File: config.mk
export PLATFORM = sky130hd
export DESIGN_NAME = cube_input_sequencer_flat
export DESIGN_NICKNAME = d
export VERILOG_FILES = /design/src/rtl/cube_input_sequencer_pkg.sv /design/src/rtl/cube_input_sequencer_if.sv /design/src/rtl/cube_input_sequencer_colour_tally.sv /design/src/rtl/cube_input_sequencer.sv /design/src/flat_wrapper.sv
export SDC_FILE = /design/constraint.sdc
export NUM_CORES = 1
export LEC_CHECK = 0
export ABC_AREA = 1
export ABC_CLOCK_PERIOD_IN_PS = 11700
export CAP_MARGIN = 15
export CORE_ASPECT_RATIO = 0.6
export CORE_MARGIN = 2
export CORE_UTILIZATION = 35
export DETAILED_ROUTE_END_ITERATION = 8
export DONT_BUFFER_PORTS = 1
export PLACE_DENSITY = 0.58
export SYNTH_ARGS = -nofsm -noshare
export SYNTH_HDL_FRONTEND = slang
export SYNTH_SLANG_ARGS = --single-unit
export TNS_END_PERCENT = 50
File: constraint.sdc
create_clock -name clk -period 11.7 [get_ports clk]
set_clock_uncertainty 0.1 [all_clocks]
set_input_delay 2.34 -clock clk [delete_from_list [all_inputs] [get_ports clk]]
set_output_delay 2.34 -clock clk [all_outputs]
set_load 0.03 [all_outputs]
File: src/rtl/cube_input_sequencer_pkg.sv
// cube_state_pkg: colour codes, facelet geometry, centre table and sequencer states
package cube_state_pkg;
  localparam int NUM_FACELETS = 54;
  localparam int STATE_W = 3 * NUM_FACELETS;
  localparam logic [5:0] LAST_IDX = 6'd53;
  localparam logic [2:0] C_NONE = 3'b000, C_ILLEGAL = 3'b001, C_G = 3'b010, C_B = 3'b011;
  localparam logic [2:0] C_R = 3'b100, C_O = 3'b101, C_Y = 3'b110, C_W = 3'b111;
  localparam logic [5:0] CENTRE_IDX [6] = '{6'd4, 6'd13, 6'd22, 6'd31, 6'd40, 6'd49};
  localparam logic [2:0] CENTRE_COL [6] = '{C_W, C_R, C_G, C_Y, C_O, C_B};
  typedef enum logic [2:0] {S_IDLE, S_ARM, S_STORE, S_RELEASE, S_CHECK, S_DONE, S_ERR} state_t;
  function automatic logic is_centre(input logic [5:0] i);
    is_centre = 1'b0;
    for (int f = 0; f < 6; f++) is_centre = is_centre | (i == CENTRE_IDX[f]);
  endfunction
  function automatic logic [STATE_W-1:0] centre_state();
    centre_state = '0;
    for (int f = 0; f < 6; f++) centre_state[3*int'(CENTRE_IDX[f]) +: 3] = CENTRE_COL[f];
  endfunction
endpackage

File: src/rtl/cube_input_sequencer_if.sv
// cube_input_sequencer_if: control, chooser and result signals of the sequencer
interface cube_input_sequencer_if;
  import cube_state_pkg::*;
  logic start;
  logic undo;
  logic [2:0] chooser_colour;
  logic chooser_active;
  logic [5:0] facelet_idx;
  logic [STATE_W-1:0] cube_state;
  logic busy;
  logic state_valid;
  logic count_error;
  modport master(output start, undo, chooser_colour,
                 input chooser_active, facelet_idx, cube_state, busy, state_valid, count_error);
  modport slave(input start, undo, chooser_colour,
                output chooser_active, facelet_idx, cube_state, busy, state_valid, count_error);
endinterface

File: src/rtl/cube_input_sequencer_colour_tally.sv
// colour_tally: serial per-colour counters; pass reflects counts including the current input
module colour_tally
  import cube_state_pkg::*;
(
  input  logic       clk,
  input  logic       rst,
  input  logic       clr,
  input  logic       en,
  input  logic [2:0] colour,
  output logic       pass
);
  logic [5:0] cnt_q [6];
  logic [5:0] cnt_d [6];
  always_comb begin
    pass = 1'b1;
    for (int c = 0; c < 6; c++) begin
      cnt_d[c] = clr ? 6'd0 : cnt_q[c] + 6'(en && colour == C_G + 3'(c));
      pass = pass && cnt_d[c] == 6'd9;
    end
  end
  always_ff @(posedge clk or posedge rst)
    if (rst) for (int c = 0; c < 6; c++) cnt_q[c] <= '0;
    else cnt_q <= cnt_d;
endmodule

File: src/rtl/cube_input_sequencer.sv
// cube_input_sequencer: walks the 54 facelets through the colour chooser and validates the colour counts
module cube_input_sequencer
  import cube_state_pkg::*;
#(
  parameter int GAP_CYCLES     = 15000,
  parameter int TIMEOUT_CYCLES = 0
) (
  input logic clk,
  input logic rst,
  cube_input_sequencer_if.slave bus
);
  localparam int MAXV = GAP_CYCLES > TIMEOUT_CYCLES ? (GAP_CYCLES > 54 ? GAP_CYCLES : 54)
                                                    : (TIMEOUT_CYCLES > 54 ? TIMEOUT_CYCLES : 54);
  localparam int CW = $clog2(MAXV + 1);
  localparam logic [CW-1:0] GAP_LAST = CW'(GAP_CYCLES - 1);
  localparam logic [CW-1:0] TMO_LAST = CW'(TIMEOUT_CYCLES > 0 ? TIMEOUT_CYCLES - 1 : 0);
  state_t state_q, state_d;
  logic [5:0] idx_q, idx_d, prev_idx, next_idx;
  logic [STATE_W-1:0] cube_q, cube_d;
  logic [CW-1:0] cnt_q, cnt_d;
  logic [2:0] colour_q, colour_d;
  logic back_q, back_d;
  logic active_q, active_d, busy_q, busy_d, valid_q, valid_d, err_q, err_d;
  logic tally_pass;
  assign prev_idx = is_centre(idx_q - 6'd1) ? idx_q - 6'd2 : idx_q - 6'd1;
  assign next_idx = is_centre(idx_q + 6'd1) ? idx_q + 6'd2 : idx_q + 6'd1;
  colour_tally u_tally (
    .clk(clk), .rst(rst), .clr(state_q != S_CHECK), .en(state_q == S_CHECK),
    .colour(cube_q[3*int'(cnt_q[5:0]) +: 3]), .pass(tally_pass)
  );
  always_comb begin
    state_d = state_q;
    idx_d = idx_q;
    cube_d = cube_q;
    cnt_d = cnt_q + CW'(1);
    colour_d = colour_q;
    back_d = back_q;
    if (bus.start) begin
      state_d = S_ARM;
      idx_d = '0;
      cube_d = centre_state();
      cnt_d = '0;
    end else case (state_q)
      S_ARM:
        if (bus.undo && idx_q != '0) begin
          state_d = S_RELEASE;
          idx_d = prev_idx;
          cube_d[3*int'(prev_idx) +: 3] = C_NONE;
          back_d = 1'b1;
          cnt_d = '0;
        end else if (bus.chooser_colour > C_ILLEGAL) begin
          state_d = S_STORE;
          colour_d = bus.chooser_colour;
        end else if (TIMEOUT_CYCLES > 0 && cnt_q == TMO_LAST) state_d = S_IDLE;
      S_STORE: begin
        cube_d[3*int'(idx_q) +: 3] = colour_q;
        back_d = 1'b0;
        cnt_d = '0;
        state_d = S_RELEASE;
      end
      S_RELEASE:
        if (cnt_q == GAP_LAST) begin
          cnt_d = '0;
          state_d = (!back_q && idx_q == LAST_IDX) ? S_CHECK : S_ARM;
          idx_d = (back_q || idx_q == LAST_IDX) ? idx_q : next_idx;
        end
      S_CHECK: if (cnt_q[5:0] == LAST_IDX) state_d = tally_pass ? S_DONE : S_ERR;
      default: ;
    endcase
    active_d = state_d == S_ARM;
    busy_d = state_d inside {S_ARM, S_STORE, S_RELEASE, S_CHECK};
    valid_d = state_d == S_DONE;
    err_d = state_d == S_ERR;
  end
  always_ff @(posedge clk or posedge rst)
    if (rst) begin
      state_q <= S_IDLE;
      idx_q <= '0;
      cube_q <= '0;
      cnt_q <= '0;
      colour_q <= '0;
      back_q <= 1'b0;
      active_q <= 1'b0;
      busy_q <= 1'b0;
      valid_q <= 1'b0;
      err_q <= 1'b0;
    end else begin
      state_q <= state_d;
      idx_q <= idx_d;
      cube_q <= cube_d;
      cnt_q <= cnt_d;
      colour_q <= colour_d;
      back_q <= back_d;
      active_q <= active_d;
      busy_q <= busy_d;
      valid_q <= valid_d;
      err_q <= err_d;
    end
  assign bus.chooser_active = active_q;
  assign bus.facelet_idx = idx_q;
  assign bus.cube_state = cube_q;
  assign bus.busy = busy_q;
  assign bus.state_valid = valid_q;
  assign bus.count_error = err_q;
endmodule

File: src/flat_wrapper.sv
// flat-port wrapper written by rule: the top's interface ports become plain ports
module cube_input_sequencer_flat import cube_state_pkg::*;
#(
  parameter int GAP_CYCLES     = 15000,
  parameter int TIMEOUT_CYCLES = 0
)
  (clk, rst, bus_start, bus_undo, bus_chooser_colour, bus_chooser_active, bus_facelet_idx, bus_cube_state, bus_busy, bus_state_valid, bus_count_error);
  cube_input_sequencer_if bus_i ();
  input logic clk;
  input logic rst;
  input wire logic [$bits(bus_i.start)-1:0] bus_start;
  input wire logic [$bits(bus_i.undo)-1:0] bus_undo;
  input wire logic [$bits(bus_i.chooser_colour)-1:0] bus_chooser_colour;
  output wire logic [$bits(bus_i.chooser_active)-1:0] bus_chooser_active;
  output wire logic [$bits(bus_i.facelet_idx)-1:0] bus_facelet_idx;
  output wire logic [$bits(bus_i.cube_state)-1:0] bus_cube_state;
  output wire logic [$bits(bus_i.busy)-1:0] bus_busy;
  output wire logic [$bits(bus_i.state_valid)-1:0] bus_state_valid;
  output wire logic [$bits(bus_i.count_error)-1:0] bus_count_error;
  assign bus_i.start = bus_start;
  assign bus_i.undo = bus_undo;
  assign bus_i.chooser_colour = bus_chooser_colour;
  assign bus_chooser_active = bus_i.chooser_active;
  assign bus_facelet_idx = bus_i.facelet_idx;
  assign bus_cube_state = bus_i.cube_state;
  assign bus_busy = bus_i.busy;
  assign bus_state_valid = bus_i.state_valid;
  assign bus_count_error = bus_i.count_error;
  cube_input_sequencer #(.GAP_CYCLES(GAP_CYCLES), .TIMEOUT_CYCLES(TIMEOUT_CYCLES)) u_core (.clk(clk), .rst(rst), .bus(bus_i));
endmodule
==> impl_table.tex, run 1 <==
\begin{tabular}{lr}
\hline
Metric & Value \\
\hline
\multicolumn{2}{l}{\textbf{Outcome}} \\
Result of the run & complete, no violations \\
\multicolumn{2}{l}{\textbf{Critical path}} \\
Slack of the worst reg-to-reg path & 5.36 ns \\
FF-to-FF Start & u\_core.bus.facelet\_idx[0]\$\_DFFE\_PP0P\_ \\
Required time worst endpoint & 12.05 ns \\
Critical path endpoint category & register \\
Critical path destination & u\_core.bus.cube\_state[129]\$\_DFFE\_PP0P\_ \\
Worst-path fanout max & 30 \\
Worst flop-to-flop path endpoint & u\_core.bus.cube\_state[129]\$\_DFFE\_PP0P\_ \\
Endpoint arrival time on the critical path & 6.69 ns \\
Type of the worst setup path & register to register \\
Launching element of the worst setup path & u\_core.bus.facelet\_idx[0]\$\_DFFE\_PP0P\_ \\
Register-to-Register Path Depth & 21 \\
Nature of the critical path startpoint & register \\
\multicolumn{2}{l}{\textbf{Layout}} \\
Net count reported at finish & 2015 \\
Fraction of layout instances using a drive strength above 1 & 5.350\% \\
Final core utilization & 38.80\% \\
Leading cell type in the layout, fill and taps excluded & sky130\_fd\_sc\_hd\_\_nand2\_1 \\
Non-filler instance count after layout & 2526 \\
Fillers & 4128 \\
Top library cells by usage in the layout, fill and taps aside & sky130\_fd\_sc\_hd\_\_nand2\_1, sky130\_fd\_sc\_hd\_\_nor2\_1, sky130\_fd\_sc\_hd\_\_dfrtp\_1 \\
Area Overhead vs Synth & 9.520\% \\
\multicolumn{2}{l}{\textbf{Route}} \\
Initial drt markers & 2126 \\
Detailed-router iteration count before antenna repair & 7 \\
Mean number of vias per cell & 5.756 \\
Post-detailed-route wirelength per cell & 24.28 um \\
Antenna Violating Nets Remaining & 0 \\
Total routed wirelength & 61330 um \\
Total vias in the final route & 14.54k \\
Residual DRC & 0 \\
\multicolumn{2}{l}{\textbf{Synthesis}} \\
Post-synthesis average cell area & 6.792 um\^{}2 \\
Sequential share of the synthesized area & 41.52\% \\
Cell type with the highest aggregate area in the netlist & sky130\_fd\_sc\_hd\_\_dfrtp\_1 \\
Syn Nets & 2065 \\
Number of warnings issued by yosys & 0 \\
Area contributors post-synth & sky130\_fd\_sc\_hd\_\_dfrtp\_1, sky130\_fd\_sc\_hd\_\_nand2\_1, sky130\_fd\_sc\_hd\_\_nor2\_1, sky130\_fd\_sc\_hd\_\_nand3\_1, sky130\_fd\_sc\_hd\_\_o21ai\_0 \\
Most frequently used flop master after synthesis & sky130\_fd\_sc\_hd\_\_dfrtp\_1 \\
Number of synthesized register bits & 229 \\
Cell area after synthesis & 13800 um\^{}2 \\
Netlist cell types & 42 \\
EDFF count, synth & 0 \\
Post-Synthesis Cells & 2032 \\
Area share of the largest cell type after synthesis & 41.52\% \\
Async set-or-reset flop fraction in the synthesized netlist & 100.0\% \\
\multicolumn{2}{l}{\textbf{Place}} \\
Final weighted congestion in routability-driven placement & 0.9729 \\
Buffers on Ports & 0 \\
Sum of net half-perimeters after detailed placement & 44970 um \\
\# placed instances & 2477 \\
\multicolumn{2}{l}{\textbf{Flow run}} \\
Max capacitance violation total & 0 \\
\multicolumn{2}{l}{\textbf{Clock network}} \\
Number of H-tree levels & 1 \\
Number of sinks on the clock net & 229 \\
Insertion delay of the later-clocked pin in the worst-skew pair & 0.56 ns \\
Cts bufs inserted & 25 \\
Number of buffers inserted for hold repair after clock tree synthesis & 0 \\
Buffer count from post-CTS setup fixing & 0 \\
CTS tree & yes \\
Register clock-pin slew on the reported worst setup and hold paths & 0.07 ns \\
Clock Path Buffers & 3 \\
Clk root buf & sky130\_fd\_sc\_hd\_\_clkbuf\_16 \\
Total of cells resized after clock tree synthesis & 0 \\
\multicolumn{2}{l}{\textbf{STA}} \\
Fin crit period & 6.342 ns \\
Unrepaired setup endpoints after global routing & false \\
Peak clock frequency supported by timing & 0.1577 GHz \\
Fin Setup TNS & 0 ns \\
Final-report setup violation count & 0 \\
Slew Limit Headroom & 17.61\% \\
Final Cycle Share & 54.20\% \\
Fin. Hold Viols & 0 \\
Number of slew-limit violations in the final report & 0 \\
Hold slack & 0.4462 ns \\
Worst slew pin tran & 1.231 ns \\
\multicolumn{2}{l}{\textbf{Floorplanning}} \\
Number of core rows & 56 \\
Area of the core & 38960 um\^{}2 \\
Die outline width & 260.4 um \\
Top-Level Pins & 179 \\
Effective utilization at floorplan & 35.43\% \\
Die ar. & 41090 um\^{}2 \\
DIE HEIGHT & 157.8 um \\
\multicolumn{2}{l}{\textbf{Power and ir drop}} \\
Areal power density over the cells & 280.4 nW/um\^{}2 \\
Leakage power figure & 7.405 nW \\
Largest vdd supply drop & 250.8 uV \\
Part of the total power dissipated in sequential elements & 23.0\% \\
Comb power frac & 56.3\% \\
Switching power summed over all nets & 2.437 mW \\
Part of the power in the clock network & 20.7\% \\
Power after layout & 4.239 mW \\
Cell internal power dissipation & 1.801 mW \\
Sw Share & 57.50\% \\
\multicolumn{2}{l}{\textbf{Global route}} \\
Met2 track utilization from global routing & 37.92\% \\
Overall Global Routing Usage & 29.42\% \\
Vias in the first global route & 13.00k \\
GR Layer Usage met3 & 11.93\% \\
Met1 track utilization from global routing & 44.42\% \\
First-pass GRT wire length & 89220 um \\
Global-route layer with the greatest usage & met1 \\
Initial antenna violation count & 2 \\
Total congestion overflow after global routing & 0 \\
Largest net degree at the start of global routing & 87 \\
\multicolumn{2}{l}{\textbf{Worst hold path}} \\
Type of the most critical hold path & register to register \\
\hline
\end{tabular}
-- cell type report --
type                    count  area (um^2)  area share [%]
diodes                      4        10.01         0.06623
multi-input cells        1595         7273           48.12
well taps                 522        653.1           4.321
clock inverters            17        234.0           1.548
repair buffers             15        132.6          0.8775
flip-flops and latches    229         5732           37.92
inverters                 116        442.9           2.930
clock buffers              28        636.9           4.214
-- worst max-delay path, stage by stage, from the launching register on --
cell and delay (ns):
sky130_fd_sc_hd__dfrtp_1 1.02, sky130_fd_sc_hd__inv_1 0.41, sky130_fd_sc_hd__ha_1 0.38, sky130_fd_sc_hd__inv_1 0.12, sky130_fd_sc_hd__nand2_1 0.08, sky130_fd_sc_hd__nand2_2 0.46
sky130_fd_sc_hd__inv_2 0.37, sky130_fd_sc_hd__a21oi_2 0.25, sky130_fd_sc_hd__nand3_4 0.15, sky130_fd_sc_hd__nand2_4 0.16, sky130_fd_sc_hd__nand2_1 0.07, sky130_fd_sc_hd__nand2_1 0.34
sky130_fd_sc_hd__ha_1 0.32, sky130_fd_sc_hd__nand2_2 0.11, sky130_fd_sc_hd__o21ai_1 0.13, sky130_fd_sc_hd__nand2_1 0.32, sky130_fd_sc_hd__inv_2 0.71, sky130_fd_sc_hd__nand3_1 0.25
sky130_fd_sc_hd__o21ai_1 0.18, sky130_fd_sc_hd__nand2_1 0.13, sky130_fd_sc_hd__nand2_1 0.08, sky130_fd_sc_hd__nand2_1 0.06
-- per-layer routing --
metal  wire length [um]  vias to the layer above  part of all wire, %
li1                   -                     6536                    -
met1              27520                     6942                   45
met2              22810                      951                   37
met3               9458                      110                   15
met4               1548                        0                  2.5
met5                  0                        -                    0
-- through the flow --
stage / cell area [um^2] / setup slack (ns)
6_report: 15110 / 5.358
5_1_grt: 15100 / 5.047
4_1_cts: 15100 / 5.657
3_5_place_dp: 14230 / 5.671
3_3_place_gp: 14210 / 5.900
2_1_floorplan: 13800 / 2.984
-- flip-flops by register name (all words and copies together), names as in the netlist --
signal and flops:
u_core.bus.cube_state 162, u_core.state_q 3, u_core.bus.busy 1, u_core.bus.chooser_active 1
u_core.colour_q 3, u_core.cnt_q 14, u_core.bus.facelet_idx 6, u_core.bus.count_error 1
u_core.u_tally.cnt_q 36, u_core.bus.state_valid 1, u_core.back_q 1
-- power by group through the flow --
stage | combinational (mW) | sequential, mW | clock [mW]
after floorplan | 1.53 | 0.933 | 0
after global placement | 2.21 | 0.986 | 0
after detailed placement | 2.24 | 0.987 | 0
after CTS | 2.25 | 0.972 | 0.887
after global routing | 2.48 | 0.979 | 0.919
final | 2.39 | 0.974 | 0.878
-- synth_stat cells, types with 4 or more instances --
cell type	number
sky130_fd_sc_hd__or2_2	5
sky130_fd_sc_hd__inv_2	11
sky130_fd_sc_hd__clkbuf_1	64
sky130_fd_sc_hd__buf_2	6
sky130_fd_sc_hd__buf_1	15
sky130_fd_sc_hd__inv_1	101
sky130_fd_sc_hd__xor2_1	11
sky130_fd_sc_hd__o22ai_1	41
sky130_fd_sc_hd__nand2_2	11
sky130_fd_sc_hd__a21oi_1	65
sky130_fd_sc_hd__nor2_1	256
sky130_fd_sc_hd__nor2_2	5
sky130_fd_sc_hd__buf_6	4
sky130_fd_sc_hd__a31oi_1	4
sky130_fd_sc_hd__a22o_1	5
sky130_fd_sc_hd__nand3_1	165
sky130_fd_sc_hd__xnor2_1	5
sky130_fd_sc_hd__nor3_1	60
sky130_fd_sc_hd__dfrtp_1	229
sky130_fd_sc_hd__nand4_1	36
sky130_fd_sc_hd__ha_1	26
sky130_fd_sc_hd__o21ai_0	114
sky130_fd_sc_hd__o21ai_1	10
sky130_fd_sc_hd__clkinv_1	4
sky130_fd_sc_hd__nand2_1	751
-- cell families (layout without fill, tap and decap cells) --
family	Yosys count	count (layout)	share of synthesized area (%)
muxes	1	1	0.08159
other	0	4	0
buffers and inverters	208	176	6.011
AOI/OAI and AO/OA	250	250	9.882
and+or+nand+nor	1302	1302	39.13
adders and majority gates	26	26	2.357
DFF	229	229	41.52
xor gates and xnor gates	16	16	1.015
-- worst min path at each step --
stage	from	to	slack (ns)	cells past startpoint
5_1_grt	u_core.cnt_q[12]$_DFF_PP0_	u_core.cnt_q[12]$_DFF_PP0_	0.48	2
3_5_place_dp	u_core.cnt_q[12]$_DFF_PP0_	u_core.cnt_q[12]$_DFF_PP0_	0.43	2
6_report	u_core.cnt_q[12]$_DFF_PP0_	u_core.cnt_q[12]$_DFF_PP0_	0.45	2
3_3_place_gp	u_core.cnt_q[12]$_DFF_PP0_	u_core.cnt_q[12]$_DFF_PP0_	0.42	2
2_1_floorplan	u_core.colour_q[2]$_DFFE_PP0P_	u_core.bus.cube_state[14]$_DFFE_PP0P_	0.38	2
4_1_cts	u_core.cnt_q[12]$_DFF_PP0_	u_core.cnt_q[12]$_DFF_PP0_	0.44	2
No activity file was read; power rests on OpenSTA's default activity.
==> run 2, diff against run 1 <==
--- a/config.mk
+++ b/config.mk
@@ -6,14 +6,14 @@
 export NUM_CORES = 1
 export LEC_CHECK = 0
 export ABC_AREA = 1
-export ABC_CLOCK_PERIOD_IN_PS = 11700
+export ABC_CLOCK_PERIOD_IN_PS = 5200
 export CAP_MARGIN = 15
 export CORE_ASPECT_RATIO = 0.6
 export CORE_MARGIN = 2
 export CORE_UTILIZATION = 35
 export DETAILED_ROUTE_END_ITERATION = 8
 export DONT_BUFFER_PORTS = 1
-export PLACE_DENSITY = 0.58
+export PLACE_DENSITY = 0.6
 export SYNTH_ARGS = -nofsm -noshare
 export SYNTH_HDL_FRONTEND = slang
 export SYNTH_SLANG_ARGS = --single-unit
==> constraint.sdc (replaced) <==
create_clock -name clk -period 5.2 [get_ports clk]
set_clock_uncertainty 0.1 [all_clocks]
set_input_delay 1.04 -clock clk [delete_from_list [all_inputs] [get_ports clk]]
set_output_delay 1.04 -clock clk [all_outputs]
set_load 0.03 [all_outputs]
==> run 2 against run 1 <==
  * Utilization is 0.24 points higher
  * Final cell count rose by 0.44%
  * Flip-flop and latch count unchanged
  * Register-to-register slack worse by 5.0 ns
  * Setup slack lost 5.0 ns
  * Critical path type unchanged
  * Highest routed layer unchanged
==> impl_table.tex, run 2 (synthesis results as in run 1) <==
\begin{tabular}{lr}
\hline
Metric & Value \\
\hline
\multicolumn{2}{l}{\textbf{Critical path}} \\
Worst path max stage delay & 0.72 ns \\
Most frequent CP cell & sky130\_fd\_sc\_hd\_\_nand2\_1 \\
Endpoint arrival time on the critical path & 5.13 ns \\
Register-to-Register Path Depth & 21 \\
FF-to-FF Start & u\_core.bus.facelet\_idx[1]\$\_DFFE\_PP0P\_ \\
Standard cell with the maximum stage delay on the critical path & sky130\_fd\_sc\_hd\_\_dfrtp\_1 \\
Type of the worst setup path & register to register \\
Critical path cell sequence & inv\_1 -> ha\_1 -> nand2\_1 -> nand3\_1 -> nand2\_2 -> nand2\_1 -> nand3\_1 -> nand3\_4 -> nand2\_4 -> nand2\_1 -> nand2\_1 -> ha\_1 -> nand2\_2 -> o21ai\_1 -> nand2\_1 -> inv\_2 -> nand3\_1 -> o21ai\_1 -> nand2\_1 -> nand2\_1 -> nand2\_1 \\
Worst flop-to-flop path endpoint & u\_core.bus.cube\_state[131]\$\_DFFE\_PP0P\_ \\
Worst-path fanout max & 30 \\
Required time worst endpoint & 5.54 ns \\
Slack of the worst reg-to-reg path & 0.41 ns \\
Critical path endpoint category & register \\
Nature of the critical path startpoint & register \\
\multicolumn{2}{l}{\textbf{Clock network}} \\
Clock Path Buffers & 3 \\
Total of cells resized after clock tree synthesis & 0 \\
Register clock-pin slew on the reported worst setup and hold paths & 0.06 ns \\
Clk root buf & sky130\_fd\_sc\_hd\_\_clkbuf\_16 \\
CTS tree & yes \\
Number of H-tree levels & 1 \\
Cts bufs inserted & 25 \\
Buffer count from post-CTS setup fixing & 0 \\
Number of buffers inserted for hold repair after clock tree synthesis & 0 \\
Number of sinks on the clock net & 229 \\
Insertion delay of the later-clocked pin in the worst-skew pair & 0.56 ns \\
\multicolumn{2}{l}{\textbf{Power and ir drop}} \\
Areal power density over the cells & 628.3 nW/um\^{}2 \\
Part of the power in the clock network & 20.0\% \\
Comb power frac & 57.7\% \\
Part of the total power dissipated in sequential elements & 22.3\% \\
Sw Share & 56.91\% \\
Leakage power figure & 7.500 nW \\
Largest vdd supply drop & 833.2 uV \\
Switching power summed over all nets & 5.439 mW \\
Power after layout & 9.556 mW \\
Cell internal power dissipation & 4.117 mW \\
\multicolumn{2}{l}{\textbf{Route}} \\
Post-detailed-route wirelength per cell & 23.80 um \\
Antenna Violating Nets Remaining & 0 \\
Mean number of vias per cell & 5.671 \\
Detailed-router iteration count before antenna repair & 6 \\
Residual DRC & 0 \\
Initial drt markers & 2184 \\
Total vias in the final route & 14.39k \\
Total routed wirelength & 60370 um \\
\multicolumn{2}{l}{\textbf{Layout}} \\
Antenna diode count & 0 \\
Largest register FFs & 162 \\
Area Overhead vs Synth & 10.21\% \\
Net count reported at finish & 2030 \\
Top library cells by usage in the layout, fill and taps aside & sky130\_fd\_sc\_hd\_\_nand2\_1, sky130\_fd\_sc\_hd\_\_nor2\_1, sky130\_fd\_sc\_hd\_\_dfrtp\_1 \\
Design Area, Final & 15210 um\^{}2 \\
Fillers & 4193 \\
Fraction of layout instances using a drive strength above 1 & 6.005\% \\
Leading cell type in the layout, fill and taps excluded & sky130\_fd\_sc\_hd\_\_nand2\_1 \\
Final core utilization & 39.04\% \\
Non-filler instance count after layout & 2537 \\
\multicolumn{2}{l}{\textbf{Place}} \\
Buffers on Ports & 0 \\
Final weighted congestion in routability-driven placement & 1.001 \\
Instance area at placement & 14350 um\^{}2 \\
Post-placement worst setup slack & 0.5735 ns \\
\# placed instances & 2492 \\
Sum of net half-perimeters after detailed placement & 44960 um \\
\multicolumn{2}{l}{\textbf{Global route}} \\
Total congestion overflow after global routing & 0 \\
Met2 track utilization from global routing & 38.92\% \\
Met1 track utilization from global routing & 43.46\% \\
First-pass GRT wire length & 88410 um \\
Global-route layer with the greatest usage & met1 \\
Overall Global Routing Usage & 29.15\% \\
Initial antenna violation count & 0 \\
GR Layer Usage met3 & 11.29\% \\
Largest net degree at the start of global routing & 164 \\
Vias in the first global route & 13.10k \\
\multicolumn{2}{l}{\textbf{STA}} \\
Fin. Hold Viols & 0 \\
Unrepaired setup endpoints after global routing & false \\
Fin crit period & 4.794 ns \\
Worst slew pin tran & 1.144 ns \\
Hold slack & 0.4371 ns \\
Final-report setup violation count & 0 \\
Number of slew-limit violations in the final report & 0 \\
Minimum setup slack in the final design & 0.4057 ns \\
Slew Limit Headroom & 23.54\% \\
Fin Setup TNS & 0 ns \\
Final Cycle Share & 92.20\% \\
Peak clock frequency supported by timing & 0.2086 GHz \\
\multicolumn{2}{l}{\textbf{Worst hold path}} \\
Type of the most critical hold path & primary input to async pin \\
\multicolumn{2}{l}{\textbf{Flow run}} \\
Max capacitance violation total & 0 \\
\multicolumn{2}{l}{\textbf{Floorplanning}} \\
Effective utilization at floorplan & 35.43\% \\
Die outline width & 260.4 um \\
Die ar. & 41090 um\^{}2 \\
Top-Level Pins & 179 \\
DIE HEIGHT & 157.8 um \\
Number of core rows & 56 \\
Area of the core & 38960 um\^{}2 \\
\multicolumn{2}{l}{\textbf{Outcome}} \\
Result of the run & complete, no violations \\
\hline
\end{tabular}
[run 2: cell count changes in the layout (fill, tap and decap cells not counted), moves of 3 or more]
cell / previous run / this run
sky130_fd_sc_hd__buf_4: 14 / 27
sky130_fd_sc_hd__buf_12: 0 / 3
sky130_fd_sc_hd__diode_2: 4 / 0
sky130_fd_sc_hd__clkinvlp_4: 7 / 2
sky130_fd_sc_hd__clkbuf_8: 0 / 6
[run 2: cell type report]
type                            instances  area (um^2)  share of cell area (%)
Clock buffer                           34        719.4                   4.730
Clock inverter                         11        143.9                  0.9460
Inverter                              116        439.2                   2.887
Multi-Input combinational cell       1595         7259                   47.73
Sequential cell                       229         5732                   37.69
Tap cell                              522        653.1                   4.294
Timing Repair Buffer                   30        262.8                   1.728
[run 2: worst max-delay path by stage]
stage                                          startpoint                                      to  slack (ns)
detailed placement  u_core.bus.facelet_idx[1]$_DFFE_PP0P_  u_core.bus.cube_state[131]$_DFFE_PP0P_        0.57
floorplan                                             rst               u_core.back_q$_DFFE_PP0P_        1.07
finish              u_core.bus.facelet_idx[1]$_DFFE_PP0P_  u_core.bus.cube_state[131]$_DFFE_PP0P_        0.41
global placement                u_core.cnt_q[0]$_DFF_PP0_               u_core.bus.busy$_DFF_PP0_        0.67
global route        u_core.bus.facelet_idx[1]$_DFFE_PP0P_  u_core.bus.cube_state[129]$_DFFE_PP0P_        0.03
CTS                 u_core.bus.facelet_idx[1]$_DFFE_PP0P_  u_core.bus.cube_state[131]$_DFFE_PP0P_        0.55
[run 2: metal layers]
| layer | wire length, um | share of wire, % | up-vias |
|---|---|---|---|
| met4 | 1400 | 2.3 | 0 |
| met1 | 27080 | 45 | 6913 |
| met5 | 0 | 0 | - |
| met2 | 23140 | 38 | 825 |
| li1 | - | - | 6549 |
| met3 | 8746 | 14 | 100 |
[run 2: power by group through the flow]
stage | Clock [mW] | Combinational, mW | Sequential [mW]
floorplan | 0 | 3.44 | 2.10
global placement | 0 | 5.19 | 2.16
detailed placement | 0 | 5.18 | 2.16
CTS | 1.94 | 5.20 | 2.13
global route | 2.01 | 5.79 | 2.14
finish | 1.91 | 5.51 | 2.13
[run 2: critical path, delay by kind of cell, from the launching register on]
| family | cells | cell delay (ns) |
|---|---|---|
| simple gates | 15 | 1.99 |
| buf+inv | 2 | 0.89 |
| flops | 1 | 0.72 |
| fa+ha+maj | 2 | 0.65 |
| compound gates | 2 | 0.30 |
==> run 3, diff against run 2 <==
--- a/config.mk
+++ b/config.mk
@@ -7,7 +7,6 @@
 export LEC_CHECK = 0
 export ABC_AREA = 1
 export ABC_CLOCK_PERIOD_IN_PS = 5200
-export CAP_MARGIN = 15
 export CORE_ASPECT_RATIO = 0.6
 export CORE_MARGIN = 2
 export CORE_UTILIZATION = 35
==> results of run 3 <==
The final DEF is identical to that of run 2; final timing and power are the same.
